## src/rtl/mem_access_pkg.sv

```systemverilog
// Shared types and constants for the serialised memory access controller.
package mem_access_pkg;

  typedef enum logic [1:0] {
    IDLE,
    ISSUE,
    CAPTURE
  } state_t;

  localparam int unsigned IO_WINDOW = 16;

  // First address of the I/O window: the top IO_WINDOW words of the address space.
  function automatic logic [31:0] io_base(input int unsigned size_log);
    return (32'd1 << size_log) - IO_WINDOW;
  endfunction

endpackage

```

## src/rtl/mem_access_ctrl_io_port_bank.sv

```systemverilog
// Memory-mapped I/O bank: io_out register file plus io_in word selection.
// Only instantiated when MEM_ACCESS_IO_MAP_EN is defined.
module io_port_bank
  import mem_access_pkg::*;
#(
  parameter int WORD = 1
) (
  input  logic                      clk,
  input  logic                      reset,
  input  logic                      wr_en,
  input  logic [3:0]                index,
  input  logic [WORD-1:0]           wdata,
  input  logic [IO_WINDOW*WORD-1:0] io_in,
  output logic [IO_WINDOW*WORD-1:0] io_out,
  output logic [WORD-1:0]           rd_data
);

  always_ff @(posedge clk) begin
    if (reset) begin
      io_out <= '0;
    end else if (wr_en) begin
      io_out[int'(index)*WORD +: WORD] <= wdata;
    end
  end

  assign rd_data = io_in[int'(index)*WORD +: WORD];

endmodule

```

## src/rtl/mem_access_ctrl.sv

```systemverilog
// Serialised load/store controller between a core and a registered-read RAM.
// Define MEM_ACCESS_IO_MAP_EN to map the top 16 addresses onto io_in/io_out.
module mem_access_ctrl
  import mem_access_pkg::*;
#(
  parameter int WORD     = 1,
  parameter int SIZE_LOG = 12
) (
  input  logic                clk,
  input  logic                reset,
  input  logic                req_valid,
  output logic                req_ready,
  input  logic                req_write,
  input  logic [SIZE_LOG-1:0] req_addr,
  input  logic [WORD-1:0]     req_wdata,
  output logic                rsp_valid,
  output logic [WORD-1:0]     rsp_data,
  output logic                ram_read,
  output logic                ram_write,
  output logic [SIZE_LOG-1:0] ram_address,
  output logic [WORD-1:0]     ram_data_in,
  input  logic [WORD-1:0]     ram_data_out
`ifdef MEM_ACCESS_IO_MAP_EN
  ,
  input  logic [IO_WINDOW*WORD-1:0] io_in,
  output logic [IO_WINDOW*WORD-1:0] io_out
`endif
);

  state_t          state;
  logic            ready_q;
  logic            valid_q;
  logic            wr_q;
  logic [WORD-1:0] rsp_q;
  logic [WORD-1:0] cap_data;
  logic            addr_io;
  logic            accept;

  assign accept = (state == IDLE) && ready_q && req_valid;

`ifdef MEM_ACCESS_IO_MAP_EN
  logic            io_q;
  logic            io_wr;
  logic [WORD-1:0] io_rd;
  logic [WORD-1:0] io_sample;

  assign addr_io  = (32'(req_addr) >= io_base(SIZE_LOG));
  assign io_wr    = (state == ISSUE) && wr_q && io_q;
  assign cap_data = io_q ? io_sample : ram_data_out;

  always_ff @(posedge clk) begin
    if (reset) begin
      io_q      <= 1'b0;
      io_sample <= '0;
    end else begin
      if (accept) io_q <= addr_io;
      if (state == ISSUE) io_sample <= io_rd;
    end
  end

  io_port_bank #(
    .WORD(WORD)
  ) u_io_port_bank (
    .clk    (clk),
    .reset  (reset),
    .wr_en  (io_wr),
    .index  (ram_address[3:0]),
    .wdata  (ram_data_in),
    .io_in  (io_in),
    .io_out (io_out),
    .rd_data(io_rd)
  );
`else
  assign addr_io  = 1'b0;
  assign cap_data = ram_data_out;
`endif

  // ram_address / ram_data_in double as the registered request fields.
  always_ff @(posedge clk) begin
    if (reset) begin
      state       <= IDLE;
      ready_q     <= 1'b1;
      valid_q     <= 1'b0;
      wr_q        <= 1'b0;
      rsp_q       <= '0;
      ram_read    <= 1'b0;
      ram_write   <= 1'b0;
      ram_address <= '0;
      ram_data_in <= '0;
    end else begin
      case (state)
        IDLE: begin
          if (accept) begin
            state       <= ISSUE;
            ready_q     <= 1'b0;
            wr_q        <= req_write;
            ram_address <= req_addr;
            if (req_write) ram_data_in <= req_wdata;
            ram_read    <= !req_write && !addr_io;
            ram_write   <= req_write && !addr_io;
          end
        end
        ISSUE: begin
          ram_read  <= 1'b0;
          ram_write <= 1'b0;
          if (wr_q) begin
            state   <= IDLE;
            ready_q <= 1'b1;
          end else begin
            state   <= CAPTURE;
            valid_q <= 1'b1;
          end
        end
        CAPTURE: begin
          valid_q <= 1'b0;
          rsp_q   <= cap_data;
          state   <= IDLE;
          ready_q <= 1'b1;
        end
        default: begin
          state   <= IDLE;
          ready_q <= 1'b1;
        end
      endcase
    end
  end

  // RAM data only arrives during CAPTURE, so it is forwarded then and held afterwards;
  // a reset landing in CAPTURE suppresses the pulse of the aborted load.
  assign req_ready = ready_q;
  assign rsp_valid = valid_q && !reset;
  assign rsp_data  = (state == CAPTURE) ? cap_data : rsp_q;

endmodule

```

## config.mk

```make
export PLATFORM = sky130hd
export DESIGN_NAME = mem_access_ctrl
export DESIGN_NICKNAME = d
export VERILOG_FILES = /design/src/rtl/mem_access_pkg.sv /design/src/rtl/mem_access_ctrl_io_port_bank.sv /design/src/rtl/mem_access_ctrl.sv
export SDC_FILE = /design/constraint.sdc
export NUM_CORES = 1
export LEC_CHECK = 0
export CORE_MARGIN = 1.5
export CORE_UTILIZATION = 35
export CTS_CLUSTER_DIAMETER = 100
export CTS_CLUSTER_SIZE = 16
export DETAILED_ROUTE_END_ITERATION = 12
export PLACE_DENSITY = 0.72
export SYNTH_ARGS = -nofsm -noshare
export SYNTH_HDL_FRONTEND = slang
export SYNTH_SLANG_ARGS = --single-unit
```

## constraint.sdc

```tcl
create_clock -name clk -period 1.1 [get_ports clk]
set_clock_uncertainty 0.1 [all_clocks]
set_input_delay 0.165 -clock clk [delete_from_list [all_inputs] [get_ports clk]]
set_output_delay 0.165 -clock clk [all_outputs]
set_load 0.005 [all_outputs]
```

After elaboration in Yosys (flattened, before gate mapping)
Index checks and enable logic that the tools add are counted.

word-level totals
  register bits = 21
  bits of input ports = 18
  output and inout port bits = 18

operators by class
  equal/unequal tests = 5
  mux-type cells = 13
  reductions and logical operators = 13

operators with widths
  cell                                                                    number
  1-bit one-hot mux with 2 select lines                                   4
  2-bit AND reduction                                                     4
  1-bit 2-to-1 mux                                                        6
  2-bit != test (second input constant)                                   3
  2-bit 2-to-1 mux                                                        2
  2-bit one-hot mux with 2 select lines                                   1
  2-bit nonzero test                                                      2
  1-bit logical AND                                                       3
  3-bit AND reduction                                                     1
  2-bit by 1-bit equality test with 1-bit output (second input constant)  1
  2-bit equality test (second input constant)                             1
  1-bit logical NOT                                                       2
  2-bit logical NOT                                                       1

Longest topological paths before layout
Gate-level depths: netlist of run 1.

  depth after elaboration = 5
  mapped depth = 5
  gate-level depth less buffers = 3

Worst setup path before layout of run 1
OpenSTA, ideal clock, no wires.

  kind = register to register
  start point = reg state[0]
  end point = reg rsp_q
  setup time = 0.118 ns
  arrival = 0.959 ns
  slack = -0.077 ns
  stages on the path, launching flop included = 4
  path buffers = 0
  path through = dfxtp_1 nand2b_1 mux2_2 nor2b_1

on the way
  longest elaborated chain between the ends = 2

RTL lines
  element                 line                    text
  from (decl)             mem_access_ctrl.sv:30   state_t state;
  from (signal assigned)  mem_access_ctrl.sv:81   state <= IDLE;
  from (signal assigned)  mem_access_ctrl.sv:94   state <= ISSUE;
  from (signal assigned)  mem_access_ctrl.sv:107  state <= IDLE;
  2-bit equality test     n/a
  1-bit 2-to-1 mux        n/a
  named net rsp_data      mem_access_ctrl.sv:17   output logic [WORD-1:0] rsp_data,
  to (signal assigned)    mem_access_ctrl.sv:116  rsp_q <= cap_data;
  to (decl)               mem_access_ctrl.sv:34   logic [WORD-1:0] rsp_q;

The timed path passes the listed nets, and every way through them passes these cells.
A chain may end at the register's enable or synchronous reset.

Final worst setup path of run 1
  start point = reg state[0]
  end point = out rsp_data

on the way
  longest elaborated chain between the ends = 2

RTL lines
  element              line                    text
  2-bit equality test  mem_access_ctrl.sv:132  assign rsp_data = (state == CAPTURE) ? cap_data : rsp_q;
  1-bit 2-to-1 mux     n/a
  to (decl)            mem_access_ctrl.sv:17

No other way between the ends.

==> impl_metrics.ini, run 1 <==
[sta]
rsz0062_at_grt = true
tightest_slew_ns = 0.2246
relSlewSlack = 0.8498
timing.final.ws_setup_ns = -0.3730
hold_viol = 0
fin_crit_sh = 1.339
holdWs_ns = 0.2788
setup_viol = 19
setup_tns_ns = -3.324
layout_min_cycle_time_ns = 1.473
final_max_slew_viol_count = 0
max_freq_mhz = 678.9

[floorplan]
die_y_um = 50.38
start_util = 0.3848
row_count = 16
ioPinCount = 36
die_w_um = 50.38
dieArea_um2 = 2538
core_um2 = 2042

[global_routing]
busiest_layer = met2
grt_pass1_wl_um = 3305
grt_start_max_net_pins = 20
gr-total-overflow = 0
met2_usage = 0.2851
grtUsageMet3 = 0.04762
grt_antenna_before_repair = 0
first_global_vias = 777
grt_use_total = 0.1722
met1_usage = 0.1981

[power]
p_leak_uw = 0.0005539
ir_worst_vdd_mv = 1.023
p_per_area_nw_per_um2 = 1194
p_total_uw = 1625

[outcome]
violations = setup timing
outcome = finished, violations left

[finish]
n_antenna_cell = 0
syn2layout_area_growth_pct = 73.25
nets = 153
stdcell_count = 161
drive_gt1_frac = 0.7090

[critical_path]
critPathLaunchType = register
worstPathRequired_ns = 0.83
cp_slowest_cell = dfxtp_2
worst-path-buf-inv = 1
crit_chain = nand2b_4 > mux2_4 > buf_6
worst-setup-path-type = register to output pin
path_max_fanout = 2
end_kind = output pin
cp_data_arrival_time_ns = 1.21
max_stage_delay_ns = 0.34
cp_top_family = flip-flops

[synthesis]
syn_area_per_cell_um2 = 8.829
ys_warn_count = 0
synthesis.area_um2 = 785.8
synth_cells = 89
yosys_register_bits = 21
ys_seq_area_frac = 0.5350
syn_nets = 107
synthDistinctLibCells = 22

[place]
dp_slack_ns = -0.4481
dp_cells = 154
numPortBuffers = 35
gp_congestion = 0.6702
dp_hpwl_um = 1331

[run]
max_cap_viol_count = 0

[routing]
vias_per_cell = 4.851
wirelength_um = 2208
wl_per_cell_um = 13.71
firstDrtPassIters = 3
drt_iter0_markers = 2
vias = 781
drc = 0
ant_nets = 0

[clock_network]
ctsRootBufferMaster = clkbuf_4
cts_made_buffers = 3
cts_hold_buf = 0
clock-sinks = 21
cts_max_path_buffers = 2
clkLatencyLatePin_ns = 0.31
cts_tree = done
htree_levels = 1
clk_pin_slew_worst_paths_ns = 0.12

[hold_path]
hold_class = input pin to register
## registers in the layout, indices dropped and copies added (netlist names)
| signal | cells |
|---|---|
| req_ready | 1 |
| ram_address | 12 |
| rsp_q | 1 |
| valid_q | 1 |
| wr_q | 1 |
| state | 2 |
| ram_read | 1 |
| ram_write | 1 |
| ram_data_in | 1 |
## synthesized netlist by cell type (all sizes together)
cell type   n  area share
nand4bb     1       0.014
mux2        1       0.014
a21o        2       0.021
nand2b      1      0.0080
nand3       1      0.0064
inv         2      0.0096
and4bb      1       0.021
dfxtp      21        0.54
o21ai       2       0.013
nor4b       1       0.011
nand2      29        0.14
buf         5       0.054
nor2b       2       0.016
and2b       1       0.011
nor2        2      0.0096
a21oi      17        0.12
## cell families after synthesis
logic type / count (synthesis) / synth area share
buffers and inverters: 7 / 0.06368
flip-flops: 21 / 0.5350
multiplexers: 1 / 0.01433
AO/OA/AOI/OAI: 21 / 0.1513
AND/OR/NAND/NOR: 39 / 0.2357
## stage by stage
step | cell area, um^2 | utilization
2_1_floorplan | 799.5 | -
3_3_place_gp | 1201 | 0.5882
3_5_place_dp | 1201 | 0.5882
4_1_cts | 1262 | 0.6183
5_1_grt | 1361 | 0.6667
6_report | 1361 | 0.6667
## final cells by class
class                      count  area (um^2)
clock buffer                   4        26.28
fill                         178        680.7
inverter                       2        7.507
multi-input combinational     62        489.2
sequential                    21        444.2
tap                           27        33.78
timing repair buffer          45        360.3
## worst paths after layout
path	from	endpoint	slack, ns	cells after the start
setup / recovery	state[0]	rsp_data	-0.37	3
setup reg to reg	state[0]	ram_data_in	-0.24	4
hold reg to reg	ram_read	ram_read	0.36	2
hold / removal	req_addr[9]	ram_address[9]	0.28	3
## layout by cell type, fill, tap and decap left out, drive strengths merged
cell type	count
dfxtp	21
nand4bb	1
mux2	1
nor2b	2
o21ai	2
nor4b	1
and4bb	2
nand2	29
nand3	1
nand2b	1
buf	28
clkbuf	4
a21oi	17
nor2	2
clkdlybuf4s50	17
a21o	2
inv	2
and2b	1
## repair_timing
action,4_1_cts,5_1_grt
setup endpoints to repair,36,20
gates cloned,1,0
setup buffers,2,1
pin swaps,2,12
gates resized for setup,106,32
endpoints found under the hold margin,0,0
## per-layer routing
layer / routed length (um) / vias to the layer above
met3: 139 / 5
met4: 43 / 0
li1: - / 388
met2: 1076 / 27
met5: 0 / -
met1: 949 / 361
## report_power, final
group	internal (uW)	leakage (uW)	switching [uW]	total, uW
clock	142	0.0000150	247	389
combinational	209	0.000360	179	388
sequential	819	0.000179	29.1	848
## worst reg2reg max path: stages, from the launching register on
cell and delay [ns]:
dfxtp_2 0.34, buf_4 0.14, and4bb_4 0.45, nand3_2 0.10, a21oi_2 0.14
Power figures use the tool's default switching activity.
==> inputs of run 2 (changes only) <==
--- a/config.mk
+++ b/config.mk
@@ -8,7 +8,7 @@
 export CORE_MARGIN = 1.5
 export CORE_UTILIZATION = 35
 export CTS_CLUSTER_DIAMETER = 100
-export CTS_CLUSTER_SIZE = 16
+export CTS_CLUSTER_SIZE = 25
 export DETAILED_ROUTE_END_ITERATION = 12
 export PLACE_DENSITY = 0.72
 export SYNTH_ARGS = -nofsm -noshare
==> results of run 2 <==
No change in the layout: final DEF, timing and power equal those of run 1.
==> inputs of run 3 (changes only) <==
--- a/config.mk
+++ b/config.mk
@@ -5,12 +5,15 @@
 export SDC_FILE = /design/constraint.sdc
 export NUM_CORES = 1
 export LEC_CHECK = 0
+export CELL_PAD_IN_SITES_DETAIL_PLACEMENT = 1
+export CELL_PAD_IN_SITES_GLOBAL_PLACEMENT = 1
 export CORE_MARGIN = 1.5
-export CORE_UTILIZATION = 35
+export CORE_UTILIZATION = 25
 export CTS_CLUSTER_DIAMETER = 100
 export CTS_CLUSTER_SIZE = 25
 export DETAILED_ROUTE_END_ITERATION = 12
-export PLACE_DENSITY = 0.72
+export PLACE_DENSITY_LB_ADDON = 0.1
+export SKIP_CTS_REPAIR_TIMING = 1
 export SYNTH_ARGS = -nofsm -noshare
 export SYNTH_HDL_FRONTEND = slang
 export SYNTH_SLANG_ARGS = --single-unit
==> impl_metrics.ini, run 3 (synthesis results as in run 1) <==
[outcome]
outcome = finished, violations left
violations = setup timing

[global_routing]
grt_use_total = 0.1329
grt_start_max_net_pins = 20
first_global_vias = 784
grt_antenna_before_repair = 0
gr-total-overflow = 0
grt_pass1_wl_um = 3443

[floorplan]
row_count = 20
core_um2 = 3028
ioPinCount = 36
die_y_um = 59.06
start_util = 0.2595
dieArea_um2 = 3488
die_w_um = 59.06

[power]
p_leak_uw = 0.0005805
switching_share = 0.2880
power.internal_uw = 1177
p_sw_uw = 476.2
p_seq_frac = 0.515
p_per_area_nw_per_um2 = 1156
ir_worst_vdd_mv = 0.7623
pwr-share-comb = 0.247
pwr-share-clk = 0.238

[finish]
nFillCells = 362
largestRegisters = ram_address: 12 flops, state: 2 flops
layout.area.seq_um2 = 442.9
regMostFlops = ram_address
nets = 155
largest_register_ff_count = 12
drive_gt1_frac = 0.7353
final_common_cell = nand2_2
syn2layout_area_growth_pct = 82.01
multi_input_area_um2 = 514.2
layout_common_cells = nand2_2 (20), dfxtp_2 (18), clkdlybuf4s50_1 (17)
n_antenna_cell = 0

[clock_network]
cts_max_path_buffers = 2
htree_levels = 1
cts_made_buffers = 3
cts_tree = done
ctsRootBufferMaster = clkbuf_4
clkLatencyLatePin_ns = 0.32
clk_pin_slew_worst_paths_ns = 0.13
clock-sinks = 21

[critical_path]
end_kind = output pin
cp_data_arrival_time_ns = 1.23
crit_start = state[0]
max_stage_delay_ns = 0.35
endpoint = rsp_data
worst_r2r_path_depth = 4
worst-setup-path-type = register to output pin
cp_top_family = flip-flops
critPathLaunchType = register
worstPathRequired_ns = 0.83
worst-path-buf-inv = 1
r2r_end = ram_data_in
r2r_setup_slack_ns = -0.22
cp_slowest_cell = dfxtp_2
crit_cells = 3
path_max_fanout = 2
worstReg2RegStart = state[1]
crit_chain = nand2b_4 > mux2_4 > buf_6

[run]
max_cap_viol_count = 0

[routing]
vias_per_cell = 4.389
ant_nets = 0
drc = 0
vias = 790
wl_per_cell_um = 12.84
drt_iter0_markers = 8
wirelength_um = 2312
firstDrtPassIters = 3

[sta]
holdWs_ns = 0.2864
setup_viol = 20
hold_viol = 0
timing.final.ws_setup_ns = -0.3918
tightest_slew_ns = 0.2292
layout_min_cycle_time_ns = 1.492
max_freq_mhz = 670.3
rsz0062_at_grt = true
fin_crit_sh = 1.356
relSlewSlack = 0.8456
final_max_slew_viol_count = 0

[place]
gp_congestion = 0.5717
numPortBuffers = 35
dp_slack_ns = -0.4415
dp_hpwl_um = 1444

[hold_path]
hold_class = input pin to register
run 3: cell count changes in the layout (fill, tap and decap cells not counted), moves of 2 or more:
| cell | previous run | this run |
|---|---|---|
| buf_2 | 17 | 0 |
| buf_4 | 5 | 7 |
| nand2_4 | 1 | 3 |
| nand2_1 | 8 | 6 |
| clkbuf_2 | 0 | 16 |
run 3: per-stage QoR:
step	TNS (ns)	area (um^2)	util	total power (uW)	std cells
2_1_floorplan	-0.1507	799.5	-	996.9	89
3_5_place_dp	-8.014	1222	0.4037	1181	171
5_1_grt	-4.546	1430	0.4723	1746	180
4_1_cts	-11.03	1250	0.4128	1575	175
3_3_place_gp	-7.564	1222	0.4037	1170	171
6_report	-3.610	1430	0.4723	1653	180
run 3: worst register-to-register path, cell delays in order, from the launching register on:
cell,delay (ns)
dfxtp_2,0.36
buf_6,0.13
and4bb_4,0.46
nand3_2,0.10
a21oi_2,0.11
run 3: cell type report:
class                           instances  share of cell area
Multi-Input combinational cell         62              0.3596
Tap cell                               44             0.03850
Inverter                                2            0.005249
Clock buffer                            3             0.01575
Sequential cell                        21              0.3097
Timing Repair Buffer                   47              0.2677
Clock inverter                          1            0.003500
run 3: per-layer routing:
metal,vias to the layer above,part of all wire,GRT usage
met3,4,0.053,0.05895
li1,387,-,-
met2,24,0.49,0.2063
met1,375,0.45,0.1624
met4,0,0.012,0.04870
met5,-,0,0
run 3: how the worst min path moves through the flow:
stage | startpoint | cells after the start | slack (ns) | to
after floorplan | req_addr[0] | 2 | 0.20 | ram_address[0]
after global placement | ram_address[3] | 2 | 0.34 | ram_address[3]
after detailed placement | ram_address[3] | 2 | 0.35 | ram_address[3]
after CTS | req_addr[9] | 3 | 0.28 | ram_address[9]
after global routing | req_addr[3] | 3 | 0.27 | ram_address[3]
final | req_addr[1] | 3 | 0.29 | ram_address[1]
run 3: power by group through the flow:
stage / Sequential, uW / Clock [uW] / Combinational (uW)
2_1_floorplan: 859 / 0 / 138
3_3_place_gp: 852 / 0 / 318
3_5_place_dp: 855 / 0 / 326
4_1_cts: 838 / 408 / 328
5_1_grt: 858 / 449 / 439
6_report: 851 / 394 / 408
